[src/rtl/uart_periph_if.sv]
// Peripheral bus bundle for uart_periph.
// One-cycle WE/RE strobes; RDATA is registered by the slave.
interface uart_periph_if;
  logic [1:0] ADDR;
  logic [7:0] WDATA;
  logic       WE;
  logic       RE;
  logic [7:0] RDATA;

  modport master (
    output ADDR, WDATA, WE, RE,
    input  RDATA
  );

  modport slave (
    input  ADDR, WDATA, WE, RE,
    output RDATA
  );
endinterface

[src/rtl/uart_periph.sv]
// Memory-mapped 8N1 UART: TX holding reg + shifter, RX FIFO,
// sticky OE/FE flags and a registered level interrupt.
module uart_periph #(
  parameter int CLKS_PER_BIT = 868,
  parameter int RX_DEPTH     = 4
) (
  input  logic          CLK,
  input  logic          RESET,
  uart_periph_if.slave  bus,
  input  logic          RXD,
  output logic          TXD,
  output logic          UART_INT
);

  localparam int CW = $clog2(CLKS_PER_BIT);
  localparam int AW = $clog2(RX_DEPTH);
  localparam logic [CW-1:0] BIT_END  = CW'(CLKS_PER_BIT - 1);
  localparam logic [CW-1:0] HALF_END = CW'(CLKS_PER_BIT / 2 - 1);

  typedef enum logic [1:0] {IDLE, START, DATA, STOP} st_e;

  logic       wr_tx, wr_st, wr_ctl, rd_rx;
  logic       rx_ne, rx_full, tx_rdy, tx_idle;
  logic       pop, rx_push, push_ok, fe_set, oe_set;
  logic [7:0] status;

  logic [7:0]  rdata_q, rdata_d;
  logic [1:0]  ctrl_q, ctrl_d;
  logic        oe_q, oe_d, fe_q, fe_d, int_q, int_d;
  logic [AW:0] wp_q, wp_d, rp_q, rp_d;
  logic [7:0]  mem_q [RX_DEPTH];

  st_e         tx_q, tx_d;
  logic [CW-1:0] tcnt_q, tcnt_d;
  logic [2:0]  tbit_q, tbit_d;
  logic [7:0]  tsh_q, tsh_d, thr_q, thr_d;
  logic        thr_full_q, thr_full_d, tx_load, txd_q, txd_d;

  st_e         rx_q, rx_d;
  logic [CW-1:0] rcnt_q, rcnt_d;
  logic [2:0]  rbit_q, rbit_d;
  logic [7:0]  rsh_q, rsh_d;
  logic        s1_q, s2_q, prev_q;

  assign wr_tx  = bus.WE & (bus.ADDR == 2'd1);
  assign wr_st  = bus.WE & (bus.ADDR == 2'd2);
  assign wr_ctl = bus.WE & (bus.ADDR == 2'd3);
  assign rd_rx  = bus.RE & (bus.ADDR == 2'd0);

  assign rx_ne   = wp_q != rp_q;
  assign rx_full = (wp_q[AW] != rp_q[AW]) &&
                   (wp_q[AW-1:0] == rp_q[AW-1:0]);
  assign tx_rdy  = ~thr_full_q;
  assign tx_idle = ~thr_full_q & (tx_q == IDLE);
  assign status  = {2'b00, fe_q, oe_q, tx_idle, tx_rdy,
                    rx_full, rx_ne};

  // A same-cycle pop frees the slot the push needs.
  assign pop     = rd_rx & rx_ne;
  assign push_ok = rx_push & (~rx_full | pop);
  assign oe_set  = rx_push & rx_full & ~pop;

  always_comb begin
    rdata_d = rdata_q;
    if (bus.RE) begin
      unique case (1'b1)
        bus.ADDR == 2'd0:
          rdata_d = rx_ne ? mem_q[rp_q[AW-1:0]] : 8'h00;
        bus.ADDR == 2'd1: rdata_d = 8'h00;
        bus.ADDR == 2'd2: rdata_d = status;
        bus.ADDR == 2'd3: rdata_d = {6'b0, ctrl_q};
        default:          rdata_d = 8'h00;
      endcase
    end
  end

  always_comb begin
    ctrl_d = wr_ctl ? bus.WDATA[1:0] : ctrl_q;
    oe_d   = oe_set | (oe_q & ~(wr_st & bus.WDATA[4]));
    fe_d   = fe_set | (fe_q & ~(wr_st & bus.WDATA[5]));
    int_d  = (ctrl_q[0] & rx_ne) | (ctrl_q[1] & tx_rdy);
    wp_d   = push_ok ? wp_q + 1'b1 : wp_q;
    rp_d   = pop ? rp_q + 1'b1 : rp_q;
    thr_d  = (wr_tx & ~thr_full_q) ? bus.WDATA : thr_q;
    thr_full_d = (thr_full_q & ~tx_load) | (wr_tx & ~thr_full_q);
  end

  always_comb begin
    tx_d    = tx_q;
    tcnt_d  = tcnt_q;
    tbit_d  = tbit_q;
    tsh_d   = tsh_q;
    tx_load = 1'b0;
    unique case (tx_q)
      IDLE: if (thr_full_q) begin
        tx_load = 1'b1;
        tsh_d   = thr_q;
        tcnt_d  = '0;
        tx_d    = START;
      end
      START: if (tcnt_q == BIT_END) begin
        tcnt_d = '0;
        tbit_d = 3'd0;
        tx_d   = DATA;
      end else tcnt_d = tcnt_q + 1'b1;
      DATA: if (tcnt_q == BIT_END) begin
        tcnt_d = '0;
        tsh_d  = {1'b0, tsh_q[7:1]};
        tbit_d = tbit_q + 3'd1;
        if (tbit_q == 3'd7) tx_d = STOP;
      end else tcnt_d = tcnt_q + 1'b1;
      STOP: if (tcnt_q == BIT_END) begin
        tcnt_d = '0;
        // Chain straight into the next frame when a byte waits.
        if (thr_full_q) begin
          tx_load = 1'b1;
          tsh_d   = thr_q;
          tx_d    = START;
        end else tx_d = IDLE;
      end else tcnt_d = tcnt_q + 1'b1;
      default: tx_d = IDLE;
    endcase
    txd_d = (tx_d == START) ? 1'b0 :
            (tx_d == DATA)  ? tsh_d[0] : 1'b1;
  end

  always_comb begin
    rx_d    = rx_q;
    rcnt_d  = rcnt_q;
    rbit_d  = rbit_q;
    rsh_d   = rsh_q;
    rx_push = 1'b0;
    fe_set  = 1'b0;
    unique case (rx_q)
      IDLE: if (prev_q & ~s2_q) begin
        rcnt_d = '0;
        rx_d   = START;
      end
      START: if (rcnt_q == HALF_END) begin
        rcnt_d = '0;
        rbit_d = 3'd0;
        rx_d   = s2_q ? IDLE : DATA;
      end else rcnt_d = rcnt_q + 1'b1;
      DATA: if (rcnt_q == BIT_END) begin
        rcnt_d = '0;
        rsh_d  = {s2_q, rsh_q[7:1]};
        rbit_d = rbit_q + 3'd1;
        if (rbit_q == 3'd7) rx_d = STOP;
      end else rcnt_d = rcnt_q + 1'b1;
      STOP: if (rcnt_q == BIT_END) begin
        rcnt_d  = '0;
        rx_d    = IDLE;
        rx_push = s2_q;
        fe_set  = ~s2_q;
      end else rcnt_d = rcnt_q + 1'b1;
      default: rx_d = IDLE;
    endcase
  end

  always_ff @(posedge CLK or negedge RESET) begin
    if (!RESET) begin
      rdata_q <= '0;   ctrl_q <= '0;
      oe_q <= 1'b0;    fe_q <= 1'b0;
      int_q <= 1'b0;   wp_q <= '0;
      rp_q <= '0;      thr_q <= '0;
      thr_full_q <= 1'b0;
      tx_q <= IDLE;    tcnt_q <= '0;
      tbit_q <= '0;    tsh_q <= '0;
      txd_q <= 1'b1;
      rx_q <= IDLE;    rcnt_q <= '0;
      rbit_q <= '0;    rsh_q <= '0;
      s1_q <= 1'b1;    s2_q <= 1'b1;
      prev_q <= 1'b1;
    end else begin
      rdata_q <= rdata_d; ctrl_q <= ctrl_d;
      oe_q <= oe_d;       fe_q <= fe_d;
      int_q <= int_d;     wp_q <= wp_d;
      rp_q <= rp_d;       thr_q <= thr_d;
      thr_full_q <= thr_full_d;
      tx_q <= tx_d;       tcnt_q <= tcnt_d;
      tbit_q <= tbit_d;   tsh_q <= tsh_d;
      txd_q <= txd_d;
      rx_q <= rx_d;       rcnt_q <= rcnt_d;
      rbit_q <= rbit_d;   rsh_q <= rsh_d;
      s1_q <= RXD;        s2_q <= s1_q;
      prev_q <= s2_q;
    end
  end

  always_ff @(posedge CLK) begin
    if (push_ok) mem_q[wp_q[AW-1:0]] <= rsh_q;
  end

  assign bus.RDATA = rdata_q;
  assign TXD       = txd_q;
  assign UART_INT  = int_q;

endmodule

[src/flat_wrapper.sv]
// flat-port wrapper written by rule: the top's interface ports become plain ports
module uart_periph_flat 
#(
  parameter int CLKS_PER_BIT = 868,
  parameter int RX_DEPTH     = 4
)
  (CLK, RESET, RXD, TXD, UART_INT, bus_ADDR, bus_WDATA, bus_WE, bus_RE, bus_RDATA);
  uart_periph_if bus_i ();
  input  logic CLK;
  input  logic RESET;
  input  logic RXD;
  output logic TXD;
  output logic UART_INT;
  input wire logic [$bits(bus_i.ADDR)-1:0] bus_ADDR;
  input wire logic [$bits(bus_i.WDATA)-1:0] bus_WDATA;
  input wire logic [$bits(bus_i.WE)-1:0] bus_WE;
  input wire logic [$bits(bus_i.RE)-1:0] bus_RE;
  output wire logic [$bits(bus_i.RDATA)-1:0] bus_RDATA;
  assign bus_i.ADDR = bus_ADDR;
  assign bus_i.WDATA = bus_WDATA;
  assign bus_i.WE = bus_WE;
  assign bus_i.RE = bus_RE;
  assign bus_RDATA = bus_i.RDATA;
  uart_periph #(.CLKS_PER_BIT(CLKS_PER_BIT), .RX_DEPTH(RX_DEPTH)) u_core (.CLK(CLK), .RESET(RESET), .bus(bus_i), .RXD(RXD), .TXD(TXD), .UART_INT(UART_INT));
endmodule
[config.mk]
export PLATFORM = sky130hd
export DESIGN_NAME = uart_periph_flat
export DESIGN_NICKNAME = d
export VERILOG_FILES = /design/src/rtl/uart_periph_if.sv /design/src/rtl/uart_periph.sv /design/src/flat_wrapper.sv
export SDC_FILE = /design/constraint.sdc
export NUM_CORES = 1
export LEC_CHECK = 0
export ABC_AREA = 0
export BUFFER_PORTS_ARGS = -buffer_cell sky130_fd_sc_hd__buf_2
export CAP_MARGIN = 40
export CORE_MARGIN = 5
export CORE_UTILIZATION = 45
export CTS_BUF_LIST = sky130_fd_sc_hd__clkbuf_8
export CTS_CLUSTER_SIZE = 20
export DETAILED_ROUTE_END_ITERATION = 10
export GPL_TIMING_DRIVEN = 0
export PLACE_DENSITY = 0.62
export SETUP_SLACK_MARGIN = 0.3
export SLEW_MARGIN = 20
export SYNTH_ARGS = -nofsm -noshare
export SYNTH_HDL_FRONTEND = slang
export SYNTH_SLANG_ARGS = --single-unit
[constraint.sdc]
create_clock -name CLK -period 2.4 [get_ports CLK]
set_clock_uncertainty 0.2 [all_clocks]
set_input_delay 0.36 -clock CLK [delete_from_list [all_inputs] [get_ports CLK]]
set_output_delay 0.36 -clock CLK [all_outputs]
set_load 0.05 [all_outputs]
Yosys cells after proc, flatten, opt, wreduce, memory -nomap -nowiden
Memory sizes are Yosys's and may differ from the RTL's.
Cells that the tools add are included.

storage, ports and cells
  flip-flop bits (word level) = 78
  bits in latches = 0
  RAM bits = 32
  ROM bits = 0
  output and inout bits = 10
  logic and storage cells = 145
  memories = 1

cells by class
  add/sub/neg operators = 6
  multipliers = 0
  div/mod/pow operators = 0
  order comparisons = 0
  equality and inequality tests = 28
  shifts and indexed selects = 0
  multiplexer cells = 44
  bitwise operators = 30
  reduce and logical (&&, ||, !) cells = 14

memory list
  name          depth  bits a word  rd ports  clocked after Yosys merged registers in  write ports  line               RTL
  u_core.mem_q  4      8            1         0                                        1            uart_periph.sv:31  logic [7:0] mem_q [RX_DEPTH];

operators by type and width
  operator               count
  $mux 10                5
  $pmux 8 s3             2
  $mux 8                 4
  $pmux 10 s3            1
  $mux 2                 11
  $add 10x1->10 const B  2
  $eq 10x10->1 const B   2
  $pmux 10 s2            1
  $and 1x1->1            18
  $ne 2x1->1 const B     9
  $pmux 2 s4             2
  $eq 2x2->1 const B     7
  $add 3x1->3 const B    4
  $mux 3                 4
  $pmux 3 s2             2
  $mux 1                 11
  $eq 10x9->1 const B    1
  $reduce_and 3->1       3
  $eq 2x1->1 const B     4
  $not 1->1              7
  $eq 3x3->1 const B     2
  $logic_not 2->1        3
  $or 1x1->1             5
  $reduce_and 5->1       1
  other kinds (10)       11

Depth between registers and ports, before layout
  depth in word-level cells = 7
  gate-level depth with buffers = 8

Least setup slack after synthesis
Ideal clock, no wire load.

  path kind = flip-flop to flip-flop
  from = reg u_core.rcnt_q[0]
  to = mem u_core.mem_q[3][0] (enable)
  setup time = 0.339 ns
  arrival time = 1.702 ns
  required time = 1.861 ns
  path slack = 0.159 ns
  cell stages (with the launch flop) = 8
  buffers on the path = 2
  path through = dfrtp_1 > ha_1 > and4b_1 > and3_1 > clkbuf_1 > and4_1 > buf_2 > and2_1

on the way
  word-level cells in the longest chain between the ends = 6

ends and longest elaborated chain
  item                          line                RTL
  from (decl)                   uart_periph.sv:40   logic [CW-1:0] rcnt_q, rcnt_d;
  from (signal assigned)        uart_periph.sv:183  rx_q <= rx_d; rcnt_q <= rcnt_d;
  $eq 10x10->1                  uart_periph.sv:150  STOP: if (rcnt_q == BIT_END) begin
  $mux 1                        uart_periph.sv:150
  $mux 1                        uart_periph.sv:134  unique case (rx_q)
  $and 1x1->1                   uart_periph.sv:60   assign push_ok = rx_push & (~rx_full | pop);
  $mux 1                        uart_periph.sv:191  if (push_ok) mem_q[wp_q[AW-1:0]] <= rsh_q;
  $mux 1 (implied by the code)  uart_periph.sv:191
  to (decl)                     uart_periph.sv:31

Every way passes these cells.

Final worst setup path
  from = reg u_core.rcnt_q[1]
  to = mem u_core.mem_q[0][2] (enable)

Same word-level chain as after synthesis.

==> metrics.txt <==
# TYPE chip_impl_metric gauge
chip_impl_metric{name="initial_core_util",unit="%"} 45.87
chip_impl_info{name="synth_top_flop_cell",value="dfrtp_1"} 1
chip_impl_metric{name="layout.cells.non_filler",unit=""} 660
chip_impl_metric{name="post-route-drc-count",unit=""} 0
chip_impl_metric{name="cts_htree_levels",unit=""} 3
chip_impl_metric{name="yosysWarnings",unit=""} 0
chip_impl_metric{name="grtUsageTotal",unit="%"} 15.59
chip_impl_metric{name="design.core.area",unit="um2"} 11370
chip_impl_metric{name="timing_max_transition_violations_final",unit=""} 0
chip_impl_metric{name="syn_nets",unit=""} 459
chip_impl_metric{name="detail_route.vias_per_cell",unit=""} 5.509
chip_impl_info{name="layout_commonest_cell",value="dfrtp_1"} 1
chip_impl_metric{name="final.period_utilization",unit="%"} 91.68
chip_impl_info{name="cts_tree",value="built"} 1
chip_impl_metric{name="timing.fmax",unit="MHz"} 454.5
chip_impl_info{name="r2r-start",value="u_core.rcnt_q[1]"} 1
chip_impl_metric{name="fp.dieW",unit="um"} 117.7
chip_impl_metric{name="number_of_nets_still_failing_antenna_checks_after_routing",unit=""} 0
chip_impl_info{name="startpoint_type",value="flop"} 1
chip_impl_metric{name="critPathRequiredTime",unit="ps"} 2290
chip_impl_metric{name="setup_tns",unit="ps"} 0
chip_impl_info{name="worstPathCellList",value="ha_2, and4b_1, and3_4, buf_8, and4_1, buf_6, and2_4"} 1
chip_impl_metric{name="timing_worst_slew_pin_value",unit="ps"} 449.0
chip_impl_metric{name="power_density",unit="nW/um2"} 911.8
chip_impl_metric{name="synth.ff_latch_count",unit=""} 110
chip_impl_metric{name="floorplan.die.height",unit="um"} 117.7
chip_impl_metric{name="number_of_enable_flip_flop_cells_after_synthesis",unit=""} 32
chip_impl_info{name="status",value="complete, no violations"} 1
chip_impl_metric{name="detailedRoute.firstIterationViolations",unit=""} 183
chip_impl_metric{name="drive_gt1_share",unit="%"} 36.94
chip_impl_metric{name="endpoint_arrival_time_on_the_critical_path",unit="ps"} 2090
chip_impl_metric{name="diodes",unit=""} 0
chip_impl_metric{name="report.final.hold_viol_count",unit=""} 0
chip_impl_metric{name="yosysUniqueCellTypes",unit=""} 63
chip_impl_metric{name="worst_slew_margin_rel",unit="%"} 69.93
chip_impl_info{name="mostFrequentLayoutCells",value="dfrtp_1, buf_4, edfxtp_1"} 1
chip_impl_info{name="crit_path_end_kind",value="flop"} 1
chip_impl_metric{name="drt-total-wl",unit="mm"} 11.16
chip_impl_info{name="timing.critical_path.from",value="u_core.rcnt_q[1]"} 1
chip_impl_metric{name="wl_per_cell",unit="um"} 16.91
chip_impl_metric{name="dieArea",unit="um2"} 13840
chip_impl_metric{name="row_count",unit=""} 39
chip_impl_metric{name="cts_buffers",unit=""} 9
chip_impl_metric{name="first_global_vias",unit=""} 3595
chip_impl_metric{name="finalNetCount",unit=""} 548
chip_impl_info{name="cpMaxStageDelayCell",value="dfrtp_1"} 1
chip_impl_metric{name="place_hpwl",unit="mm"} 6.939
chip_impl_metric{name="leakagePower",unit="nW"} 2.884
chip_impl_metric{name="vias",unit=""} 3636
chip_impl_info{name="timing.setup.critical_path_class",value="flop to flop"} 1
chip_impl_metric{name="timing.hold.ws",unit="ps"} 22.69
chip_impl_metric{name="r2r_setup_slk",unit="ps"} 200
chip_impl_metric{name="drt_pre_antenna_iters",unit=""} 4
chip_impl_metric{name="quantity_of_i_o_buffers_inserted_on_ports",unit=""} 23
chip_impl_metric{name="critical-path-max-stage-delay",unit="ps"} 400
chip_impl_info{name="grt_setup_unrepaired",value="yes"} 1
chip_impl_metric{name="largest_net_degree_at_the_start_of_global_routing",unit=""} 50
chip_impl_metric{name="postLayoutCellArea",unit="um2"} 6525
chip_impl_metric{name="antenna_found_initial",unit=""} 0
chip_impl_metric{name="syn_area",unit="um2"} 5215
chip_impl_metric{name="drv_cap",unit=""} 0
chip_impl_metric{name="placed_cell_area",unit="um2"} 5555
chip_impl_metric{name="synth_sequential_area_ratio",unit="%"} 55.95
chip_impl_metric{name="ctsLongestPathBuffers",unit=""} 2
chip_impl_metric{name="overflow",unit=""} 0
chip_impl_info{name="hold_class",value="input port to flop"} 1
chip_impl_metric{name="fill_cells",unit=""} 895
chip_impl_metric{name="p_total",unit="mW"} 5.950
chip_impl_metric{name="vdd_ir_drop_max",unit="uV"} 577.4
chip_impl_metric{name="synth_area_per_cell",unit="um2"} 12.33
chip_impl_metric{name="final.min_clock_period",unit="ps"} 2200
chip_impl_metric{name="ys_async_sr_fraction",unit="%"} 70.91
chip_impl_info{name="holdCritStartpoint",value="bus_WDATA[6]"} 1
chip_impl_info{name="clock-root-buffer",value="clkbuf_8"} 1
chip_impl_metric{name="cp_max_fo",unit=""} 8
chip_impl_metric{name="clk-insertion-delay-late",unit="ps"} 380
chip_impl_metric{name="area_growth_from_synthesis_to_layout",unit="%"} 25.12
chip_impl_metric{name="clk_pin_slew",unit="ps"} 110
chip_impl_metric{name="numClockSinks",unit=""} 110
chip_impl_metric{name="instance_count_of_the_mapped_netlist",unit=""} 423
chip_impl_metric{name="post-place-cells",unit=""} 590
chip_impl_metric{name="grt_pass1_wl",unit="mm"} 17.61
chip_impl_metric{name="num_io_pins",unit=""} 25
chip_impl_metric{name="timing.final.setup_violations",unit=""} 0
chip_impl_metric{name="placer_s_final_routability_congestion_estimate",unit=""} 0.8126
cell families (layout without fill, tap and decap cells):
kind of cell | count (synthesis) | count (layout) | synth area share (%)
AOI/OAI and AO/OA | 99 | 101 | 13.39
xor gates and xnor gates | 8 | 8 | 1.344
adders and majority gates | 21 | 21 | 5.038
buffers and inverters | 37 | 128 | 2.975
DFF | 110 | 110 | 55.95
muxes | 35 | 35 | 9.261
and+or+nand+nor | 113 | 114 | 12.04
layer usage:
metal | share of wire [%] | global-route usage [%] | vias to the layer above | wire (um)
met5 | 0 | 0 | - | 0
met4 | 2.1 | 4.301 | 0 | 231
met3 | 3.4 | 4.565 | 24 | 378
met2 | 51 | 26.70 | 77 | 5743
met1 | 43 | 19.22 | 1773 | 4806
li1 | - | - | 1762 | -
power by group:
part           internal [mW]  switching (mW)
registers               2.18           0.199
logic                   1.20            1.25
clock network          0.489           0.630
total                   3.87            2.08
stage by stage:
stage          setup slack, ps  utilization, %
5_1_grt                  129.3           57.39
3_3_place_gp            -39.95           48.60
3_5_place_dp            -44.86           48.86
2_1_floorplan            265.9               -
6_report                 199.8           57.39
4_1_cts                  191.9           53.76
layout make-up:
cell class                 instances  area (um2)  area share, %
multi-input combinational        279        2456          37.64
buffer                            13       110.1          1.687
clock inverter                     7       72.57          1.112
sequential                       110        2922          44.77
tap                              143       178.9          2.742
inverter                          24       90.09          1.381
timing repair buffer              75       571.8          8.763
clock buffer                       9       123.9          1.898
path summary, 6_finish.rpt:
check / to / depth (start not counted)
max in group asynchronous: u_core.s2_q / 3
hold / removal: u_core.thr_q[6] / 2
hold reg to reg: u_core.s2_q / 0
min in group asynchronous: u_core.tcnt_q[0] / 2
setup / recovery: u_core.mem_q[0][2] / 7
setup reg to reg: u_core.mem_q[0][2] / 7
critical path: cells and delay by family, from the launching register on:
kind          cells  cell delay [ps]
flops             1              400
fa+ha+maj         1              210
simple gates      4              880
buf+inv           2              210
registers in the layout, indices dropped and copies added (netlist names), 2 cells and up, named ones only:
signal / cells
u_core.rcnt_q: 10
u_core.tcnt_q: 10
u_core.tx_q: 2
u_core.rsh_q: 8
u_core.wp_q: 3
u_core.ctrl_q: 2
u_core.mem_q: 32
u_core.rp_q: 3
u_core.tbit_q: 3
u_core.bus.RDATA: 8
u_core.rbit_q: 3
u_core.tsh_q: 8
u_core.thr_q: 8
synth_stat cells, types with 3 or more instances:
master / n / area (um2)
a21o_1: 8 / 60.06
a21oi_1: 12 / 60.06
a221o_1: 3 / 30.03
a22o_1: 14 / 122.6
a31oi_1: 3 / 18.77
and2_1: 7 / 43.79
and3_1: 6 / 37.54
buf_2: 3 / 15.01
clkbuf_1: 6 / 22.52
dfrtp_1: 74 / 1852
dfstp_2: 4 / 105.1
edfxtp_1: 32 / 960.9
ha_1: 21 / 262.8
inv_1: 24 / 90.09
mux2_2: 26 / 292.8
mux4_2: 8 / 180.2
nand2_1: 32 / 120.1
nand2b_1: 6 / 37.54
nand3_1: 10 / 50.05
nand4_1: 4 / 25.02
nor2_1: 15 / 56.30
nor2b_1: 5 / 31.28
nor3_1: 6 / 30.03
nor3_2: 3 / 30.03
o21a_1: 3 / 22.52
o21ai_0: 22 / 110.1
o21ai_1: 4 / 20.02
o22ai_1: 5 / 31.28
o31ai_1: 6 / 45.04
xnor2_1: 3 / 26.28
xor2_1: 5 / 43.79
repair_timing:
action,4_1_cts,5_1_grt
hold buffers,4,1
pin swaps,16,19
buffers inserted,21,25
hold endpoints to repair,31,1
gates resized for setup,40,46
endpoints found under the setup margin,87,77
cloned,1,2
(Power assumes the default switching activity.)
